`config.mk`:
```
export PLATFORM = sky130hd
export DESIGN_NAME = lvg_sequencer
export DESIGN_NICKNAME = d
export VERILOG_FILES = /design/src/rtl/lvg_pkg.sv /design/src/rtl/lvg_tile_buf.sv /design/src/rtl/lvg_sequencer.sv
export SDC_FILE = /design/constraint.sdc
export NUM_CORES = 2
export LEC_CHECK = 0
export ABC_CLOCK_PERIOD_IN_PS = 2500
export BUFFER_PORTS_ARGS = -buffer_cell sky130_fd_sc_hd__buf_2
export CORE_AREA = 2 2 432 434
export DETAILED_ROUTE_END_ITERATION = 10
export DIE_AREA = 0 0 434 436
export PLACE_DENSITY = 0.4
export REMOVE_ABC_BUFFERS = 1
export SLEW_MARGIN = 15
export SYNTH_ARGS = -nofsm -noshare
export SYNTH_HDL_FRONTEND = slang
export SYNTH_SLANG_ARGS = --single-unit
```
`constraint.sdc`:
```
create_clock -name clk -period 2.5 [get_ports clk]
set_clock_uncertainty 0.2 [all_clocks]
set_input_delay 0.25 -clock clk [delete_from_list [all_inputs] [get_ports clk]]
set_output_delay 0.25 -clock clk [all_outputs]
set_load 0.02 [all_outputs]
```
`src/rtl/lvg_pkg.sv`:
```
// Shared encodings for the lvg sequencer: host ops, lvg instr codes, FSM states.
// Combinational helpers only; no latency, no flow control.
package lvg_pkg;

    localparam int TILE_WORDS = 16;

    typedef enum logic [2:0] {
        OP_LOADL       = 3'd0,
        OP_LOADR       = 3'd1,
        OP_LOADA       = 3'd2,
        OP_STORE       = 3'd3,
        OP_MUL         = 3'd4,
        OP_MUL_ADD     = 3'd5,
        OP_MUL_ACT     = 3'd6,
        OP_MUL_ADD_ACT = 3'd7
    } op_e;

    localparam logic [7:0] INSTR_NOP         = 8'd0;
    localparam logic [7:0] INSTR_LOADL       = 8'd1;
    localparam logic [7:0] INSTR_LOADR       = 8'd2;
    localparam logic [7:0] INSTR_LOADA       = 8'd3;
    localparam logic [7:0] INSTR_STORE       = 8'd4;
    localparam logic [7:0] INSTR_MUL         = 8'd5;
    localparam logic [7:0] INSTR_MUL_ADD     = 8'd6;
    localparam logic [7:0] INSTR_MUL_ACT     = 8'd7;
    localparam logic [7:0] INSTR_MUL_ADD_ACT = 8'd8;

    typedef enum logic [2:0] {
        ST_IDLE,
        ST_RECV,
        ST_ISSUE,
        ST_HOLD,
        ST_EXEC,
        ST_DRAIN,
        ST_SEND
    } state_e;

    // Instr codes are the op encoding offset by one, leaving 0 as NOP.
    function automatic logic [7:0] op2instr(input op_e op);
        return {5'd0, op} + 8'd1;
    endfunction

    function automatic logic is_load(input op_e op);
        return (op == OP_LOADL) || (op == OP_LOADR) || (op == OP_LOADA);
    endfunction

    function automatic logic is_act(input op_e op);
        return (op == OP_MUL_ACT) || (op == OP_MUL_ADD_ACT);
    endfunction

endpackage

```
`src/rtl/lvg_tile_buf.sv`:
```
// 16x32 register file with indexed write, whole-tile load, indexed read and flat view.
// Writes land on the next clk edge; reads are combinational; no backpressure.
module lvg_tile_buf
    import lvg_pkg::*;
(
    input  logic         clk,
    input  logic         rst,
    input  logic         we_i,
    input  logic [3:0]   widx_i,
    input  logic [31:0]  wdat_i,
    input  logic         ld_i,
    input  logic [511:0] ld_dat_i,
    input  logic [3:0]   ridx_i,
    output logic [31:0]  rdat_o,
    output logic [511:0] flat_o
);

    // Packed so word k sits at bits [32k+:32], matching lvg's port packing.
    logic [TILE_WORDS-1:0][31:0] mem_q;

    always_ff @(posedge clk) begin
        if (rst) begin
            mem_q <= '0;
        end else if (ld_i) begin
            mem_q <= ld_dat_i;
        end else if (we_i) begin
            mem_q[widx_i] <= wdat_i;
        end
    end

    assign rdat_o = mem_q[ridx_i];
    assign flat_o = mem_q;

endmodule

```
`src/rtl/lvg_sequencer.sv`:
```
// Command front-end / result back-end for lvg: loads tiles, times instr, streams results.
// Load done 2 cycles after word 15, compute capture at accept+LAT+DRAIN; in/out stall on valid/ready.
module lvg_sequencer
    import lvg_pkg::*;
#(
    parameter int MUL_LAT = 16,
    parameter int ACT_LAT = 17,
    parameter int DRAIN   = 2
) (
    input  logic         clk,
    input  logic         rst,
    input  logic         cmd_valid,
    output logic         cmd_ready,
    input  logic [2:0]   cmd_op,
    input  logic         in_valid,
    output logic         in_ready,
    input  logic [31:0]  in_data,
    output logic         out_valid,
    input  logic         out_ready,
    output logic [31:0]  out_data,
    output logic         out_last,
    output logic [7:0]   lvg_instr,
    output logic [511:0] lvg_mat,
    input  logic [511:0] lvg_res,
    output logic         busy,
    output logic         done
);

    state_e      state_q;
    op_e         op_q;
    logic [3:0]  widx_q;
    logic [3:0]  ridx_q;
    logic [4:0]  cnt_q;
    logic [7:0]  instr_q;
    logic        done_q;

    logic        in_fire;
    logic        out_fire;
    logic        res_ld;
    logic [4:0]  lat_last;
    logic [31:0] stg_rdat_unused;
    logic [511:0] res_flat_unused;

    assign cmd_ready = (state_q == ST_IDLE);
    assign in_ready  = (state_q == ST_RECV);
    assign out_valid = (state_q == ST_SEND);
    assign busy      = (state_q != ST_IDLE);
    assign in_fire   = in_valid && in_ready;
    assign out_fire  = out_valid && out_ready;
    assign out_last  = (ridx_q == 4'd15);
    assign lvg_instr = instr_q;
    assign done      = done_q;

    assign lat_last = is_act(op_q) ? 5'(ACT_LAT - 1) : 5'(MUL_LAT - 1);
    assign res_ld   = (state_q == ST_DRAIN) && (cnt_q == 5'(DRAIN - 1));

    always_ff @(posedge clk) begin
        if (rst) begin
            state_q <= ST_IDLE;
            op_q    <= OP_LOADL;
            widx_q  <= '0;
            ridx_q  <= '0;
            cnt_q   <= '0;
            instr_q <= INSTR_NOP;
            done_q  <= 1'b0;
        end else begin
            done_q <= 1'b0;
            case (state_q)
                ST_IDLE: begin
                    instr_q <= INSTR_NOP;
                    if (cmd_valid) begin
                        op_q <= op_e'(cmd_op);
                        if (is_load(op_e'(cmd_op))) begin
                            state_q <= ST_RECV;
                            widx_q  <= '0;
                        end else if (op_e'(cmd_op) == OP_STORE) begin
                            state_q <= ST_SEND;
                            ridx_q  <= '0;
                            instr_q <= INSTR_STORE;
                        end else begin
                            state_q <= ST_EXEC;
                            cnt_q   <= '0;
                            instr_q <= op2instr(op_e'(cmd_op));
                        end
                    end
                end
                ST_RECV: begin
                    if (in_fire) begin
                        if (widx_q == 4'd15) begin
                            state_q <= ST_ISSUE;
                            instr_q <= op2instr(op_q);
                        end else begin
                            widx_q <= widx_q + 4'd1;
                        end
                    end
                end
                ST_ISSUE: begin
                    instr_q <= INSTR_NOP;
                    state_q <= ST_HOLD;
                end
                // Staging stays untouched here so lvg's load strobe sees a stable tile.
                ST_HOLD: begin
                    state_q <= ST_IDLE;
                    done_q  <= 1'b1;
                end
                ST_EXEC: begin
                    if (cnt_q == lat_last) begin
                        instr_q <= INSTR_NOP;
                        cnt_q   <= '0;
                        state_q <= ST_DRAIN;
                    end else begin
                        cnt_q <= cnt_q + 5'd1;
                    end
                end
                ST_DRAIN: begin
                    if (res_ld) begin
                        state_q <= ST_IDLE;
                        done_q  <= 1'b1;
                    end else begin
                        cnt_q <= cnt_q + 5'd1;
                    end
                end
                ST_SEND: begin
                    instr_q <= INSTR_NOP;
                    if (out_fire) begin
                        if (ridx_q == 4'd15) begin
                            state_q <= ST_IDLE;
                            done_q  <= 1'b1;
                        end else begin
                            ridx_q <= ridx_q + 4'd1;
                        end
                    end
                end
                default: begin
                    state_q <= ST_IDLE;
                    instr_q <= INSTR_NOP;
                end
            endcase
        end
    end

    lvg_tile_buf u_stage (
        .clk      (clk),
        .rst      (rst),
        .we_i     (in_fire),
        .widx_i   (widx_q),
        .wdat_i   (in_data),
        .ld_i     (1'b0),
        .ld_dat_i ('0),
        .ridx_i   (4'd0),
        .rdat_o   (stg_rdat_unused),
        .flat_o   (lvg_mat)
    );

    lvg_tile_buf u_result (
        .clk      (clk),
        .rst      (rst),
        .we_i     (1'b0),
        .widx_i   (4'd0),
        .wdat_i   (32'd0),
        .ld_i     (res_ld),
        .ld_dat_i (lvg_res),
        .ridx_i   (ridx_q),
        .rdat_o   (out_data),
        .flat_o   (res_flat_unused)
    );

endmodule

```
; ---- Word-level counts from Yosys, hierarchy flattened
; Cells that the tools add are included.
[totals]
ff_bits = 1052
latch_bits = 0
ramBits = 0
mem_bits_ro = 0
in_bits = 552
out_inout_bits = 558
memories = 0
[op_classes]
addsub = 5
multipliers = 0
div_mod_pow = 0
magnitude_cmp = 3
n_eq_ne = 29
shift = 0
n_mux = 44
n_bitwise = 1
reduce_logical = 20
[op_table]
columns = cell, count
row1 = $bwmux W512, 1
row2 = $bmux W32 S4, 1
row3 = $demux W32 S4, 1
row4 = $mux W32, 2
row5 = $mux W4, 12
row6 = $pmux W8 S4, 1
row7 = $mux W5, 6
row8 = $mux W3, 8
row9 = $mux W8, 3
row10 = $pmux W3 S6, 1
row11 = $ne A2 B2 Y1 const B, 8
row12 = $pmux W4 S2, 2
row13 = $eq A3 B3 Y1 const B, 5
row14 = $pmux W5 S3, 1
row15 = $eq A3 B2 Y1 const B, 4
row16 = $ne A2 B1 Y1 const B, 6
row17 = $lt A4 B5 Y1 const B, 2
row18 = $reduce_and A5 Y1, 2
row19 = $add A3 B1 Y4 const B, 2
row20 = $add A4 B1 Y4 const B, 2
row21 = $eq A4 B4 Y1 const B, 2
row22 = $reduce_and A7 Y1, 1
row23 = $eq A3 B1 Y1 const B, 2
row24 = $logic_not A3 Y1, 2
row25 = 16 further kinds, 25

; ---- Depth between registers and ports, before layout
[depth]
ltp_word = 6
depth_mapped = 9
depth_no_buf = 7

; ---- Cells and area by module
; A second synthesis with hierarchy kept.
[hier_totals]
hier_cells = 6804
area_unflattened_um2 = 56535.5
[by_module_without_submodules]
columns = mod, n_inst, cells_each, area_each_um2, seq_area_each_um2
row1 = lvg_tile_buf at u_result, 1, 3308, 27591.5, 10249.8
row2 = lvg_tile_buf at u_stage, 1, 3305, 27342.5, 10249.8
row3 = lvg_sequencer, 1, 191, 1601.5, 480.5

; ---- Worst setup path before layout
; OpenSTA, ideal clock, no wires.
[synth_timing]
path_kind = flip-flop to output port
from = reg ridx_q[1]
to = out out_data[14]
t_arrival_ns = 1.908
required_time_ns = 2.050
slack_ns = 0.142
stages_incl_launch_ff = 5
path_buffers = 2
cell_sequence = dfxtp_1 clkbuf_1 clkbuf_1 mux4_2 mux4_2
[synth_between]
elab_chain_len = 2
[synth_rtl]
columns = element, line_no
row1 = start: declaration, lvg_sequencer.sv:32  ; logic [3:0] ridx_q;
row2 = start signal: assignment, lvg_sequencer.sv:130  ; ridx_q <= ridx_q + 4'd1;
row3 = $bmux W32 S4, lvg_tile_buf.sv:31  ; assign rdat_o = mem_q[ridx_i];
row4 = $mux W32 (implied by the code), lvg_tile_buf.sv:31
row5 = end: declaration, lvg_sequencer.sv:20  ; output logic [31:0] out_data,
; No other way between the ends. The select of a mux whose other input is x is not followed.

; ---- Final worst setup path
[layout_timing]
from = reg ridx_q[0]
to = out out_data[23]
; The elaborated chain is that of the path after synthesis.

==> impl_metrics.yaml <==
status:
  status: "complete, but fails checks"
  violations: "negative setup slack"
global_route:
  overflow: 0
  antenna_found_initial: 20
  grt_max_degree: 121
  grt_pass1_vias: 41110
  grt_pass1_wl_um: 297300
  track_usage_pct: 21.77
worst_setup_path:
  r2r-end: "u_result.flat_o[226]"
  crit_path_start: "ridx_q[0]"
  crit_end: "out_data[23]"
  cp.required_ns: 2.05
  path_class: "reg2out"
  worstPathCellList: "buf_12 -> buf_12 -> mux4_2 -> mux4_2 -> buf_6"
  timing.rr.start: "cnt_q[1]"
  cpPeakStageDelay_ns: 0.63
  r2r_slack_ns: 0.12
  rr_worst_depth: 10
  critPathArrivalTime_ns: 2.86
  slowest_stage: "mux4_2"
  endpoint_kind: "primary output"
  start_kind: "flip-flop"
  cp_max_fo: 8
yosys:
  avgSynthCellArea_um2: 8.269
  synth_cell_types: 60
  synth-seq-cells: 1048
  synth-edff-count: 0
  netlist_area_um2: 40850
  ys_seq_area_share_pct: 51.36
  yosysWarnings: 0
  ys.flop_type: "dfxtp_1"
  syn-instance-count: 4940
  synthArstFlopShare_pct: 0
clocking:
  clk_path_buf_depth: 3
  cts_sinks: 1048
  cts_root_buf: "clkbuf_16"
  clkTransAtPathRegs_ns: 0.06
  numCtsBuffers: 132
  htreeDepth: 4
  cts_tree: "built"
  clock_latency_ns: 0.79
die:
  die_area_um2: 189200
  die_h_um: 436
  die_w_um: 434
  core_area_um2: 184600
  rows: 158
  initial_core_util_pct: 22.12
  io_pins: 1110
placement:
  place_area_um2: 49780
  post-place-cells: 8268
  place_hpwl_um: 148900
  gp_congestion: 0.8726
  port_buffers: 1105
sta:
  fin_ws_ns: -0.8144
  worstMarginPinSlew_ns: 0.9340
  grt_setup_unrepaired: "true"
  maxSlewViolCount: 0
  layout_min_cycle_time_ns: 3.314
  relSlewSlack_pct: 37.73
  finalSetupViolCount: 32
  fmax_mhz: 301.7
  hold_violations: 0
  fin_crit_sh_pct: 132.6
  tns_ns: -23.60
layout:
  drive_above_1_share_pct: 25.78
  final_cells: 9159
  nFillCells: 19440
  fin_nets: 7132
  post-route-cell-area_um2: 61200
  area_growth_pct: 49.82
power:
  power_leakage_nw: 23.19
  p_per_area_nw_per_um2: 666.0
  peakVddDrop_mv: 0.4888
run:
  max-cap-violations: 0
hold_path:
  hold_path_class: "in2reg"
route:
  vias: 41490
  avgViaCountPerCell: 4.530
  wire_per_inst_um: 23.28
  drt_iter0_drc: 2739
  dr.pass1.iters: 5
  drc: 0
  routed_wl_um: 213200
  drt.antenna.violating_nets: 0
Yosys cell counts (all sizes together), types with 9 or more instances:
master | instances | area [µm²]
nand2 | 2082 | 7815
dfxtp | 1048 | 20980
a21oi | 1040 | 5205
clkbuf | 252 | 945.9
buf | 191 | 1057
mux4 | 160 | 3603
nor2 | 28 | 135.1
ha | 15 | 187.7
nand3 | 13 | 102.6
inv | 12 | 45.04
nor3 | 12 | 98.85
o21ai | 9 | 45.04
per-stage QoR:
stage,utilization [%],setup WS [ns],hold slack [ns],power (mW)
global placement,26.96,-0.08752,0.2397,20.61
CTS,33.00,-0.8913,0.00002232,41.26
global route,33.14,-0.8915,0.03213,42.16
detailed placement,26.96,-0.1021,0.2429,20.62
finish,33.14,-0.8144,0.06815,40.76
floorplan,-,-8.932,0.1191,18.43
final cells by class:
cell class	count	area [µm²]	area share [%]
Antenna cell	11	27.53	0.04498
Clock buffer	196	3876	6.334
Clock inverter	41	575.6	0.9405
Inverter	12	47.55	0.07769
Multi-Input combinational cell	3440	17920	29.29
Sequential cell	1048	20990	34.30
Tap cell	2480	3103	5.070
Timing Repair Buffer	1931	14650	23.94
per-layer routing:
layer | up-vias | GRT usage (%) | wire, µm
li1 | 19560 | - | -
met5 | - | 0 | 37
met2 | 1370 | 36.29 | 102200
met4 | 6 | 14.46 | 15630
met1 | 20060 | 25.24 | 83940
met3 | 490 | 4.249 | 11410
cells in the final DEF (no fill, tap or decap), types with 8 or more instances in the layout:
cell / instances
nor2_1: 15
buf_2: 1075
dfxtp_1: 1044
buf_6: 34
dlygate4sd3_1: 623
clkbuf_1: 33
clkbuf_8: 29
buf_16: 8
clkbuf_16: 140
buf_12: 67
buf_4: 113
nand2_1: 2079
ha_1: 14
o21ai_0: 9
diode_2: 11
mux4_2: 160
inv_1: 9
nor3_1: 8
nor2_2: 8
a21oi_1: 1040
clkinv_2: 13
critical path: cells and delay by family, from the launching register on:
family   cells  cell delay [ns]
flops        1             0.39
mux          2             1.12
buf+inv      3             0.52
timing repair:
item | 4_1_cts | 5_1_grt
buffers inserted | 7 | 3
hold buffers | 625 | 0
gates resized for setup | 66 | 28
pin swaps | 0 | 3
cloned | 5 | 6
endpoints found under the hold margin | 1017 | 0
endpoints found under the setup margin | 36 | 39
report_power, final:
group,switching [mW],internal [mW],leakage (nW)
logic,2.40,1.70,12.6
registers,0.129,16.9,8.44
clock network,8.07,11.6,2.16
total,10.6,30.2,23.2
logic make-up after synthesis:
logic type	synth area share [%]
other	0.009180
flip-flops	51.36
adder cells (fa/ha/maj)	0.4595
buffers and inverters	5.014
multiplexers	8.944
AO/OA/AOI/OAI	13.33
AND/OR/NAND/NOR	20.88
state kept, by name (all words and copies together) (netlist names):
signal           flops
u_result.flat_o    512
u_stage.flat_o     512
cnt_q                5
lvg_instr            4
ridx_q               4
widx_q               4
op_q                 3
state_q              3
done                 1
worst min path at each step:
stage	startpoint	end	cells past startpoint
floorplan	rst	cnt_q[0]	1
global placement	u_stage.flat_o[509]	u_stage.flat_o[509]	2
detailed placement	u_stage.flat_o[281]	u_stage.flat_o[281]	2
CTS	lvg_res[39]	u_result.flat_o[39]	4
global route	lvg_res[370]	u_result.flat_o[370]	4
finish	lvg_res[370]	u_result.flat_o[370]	4
Power figures use the tool's default switching activity.
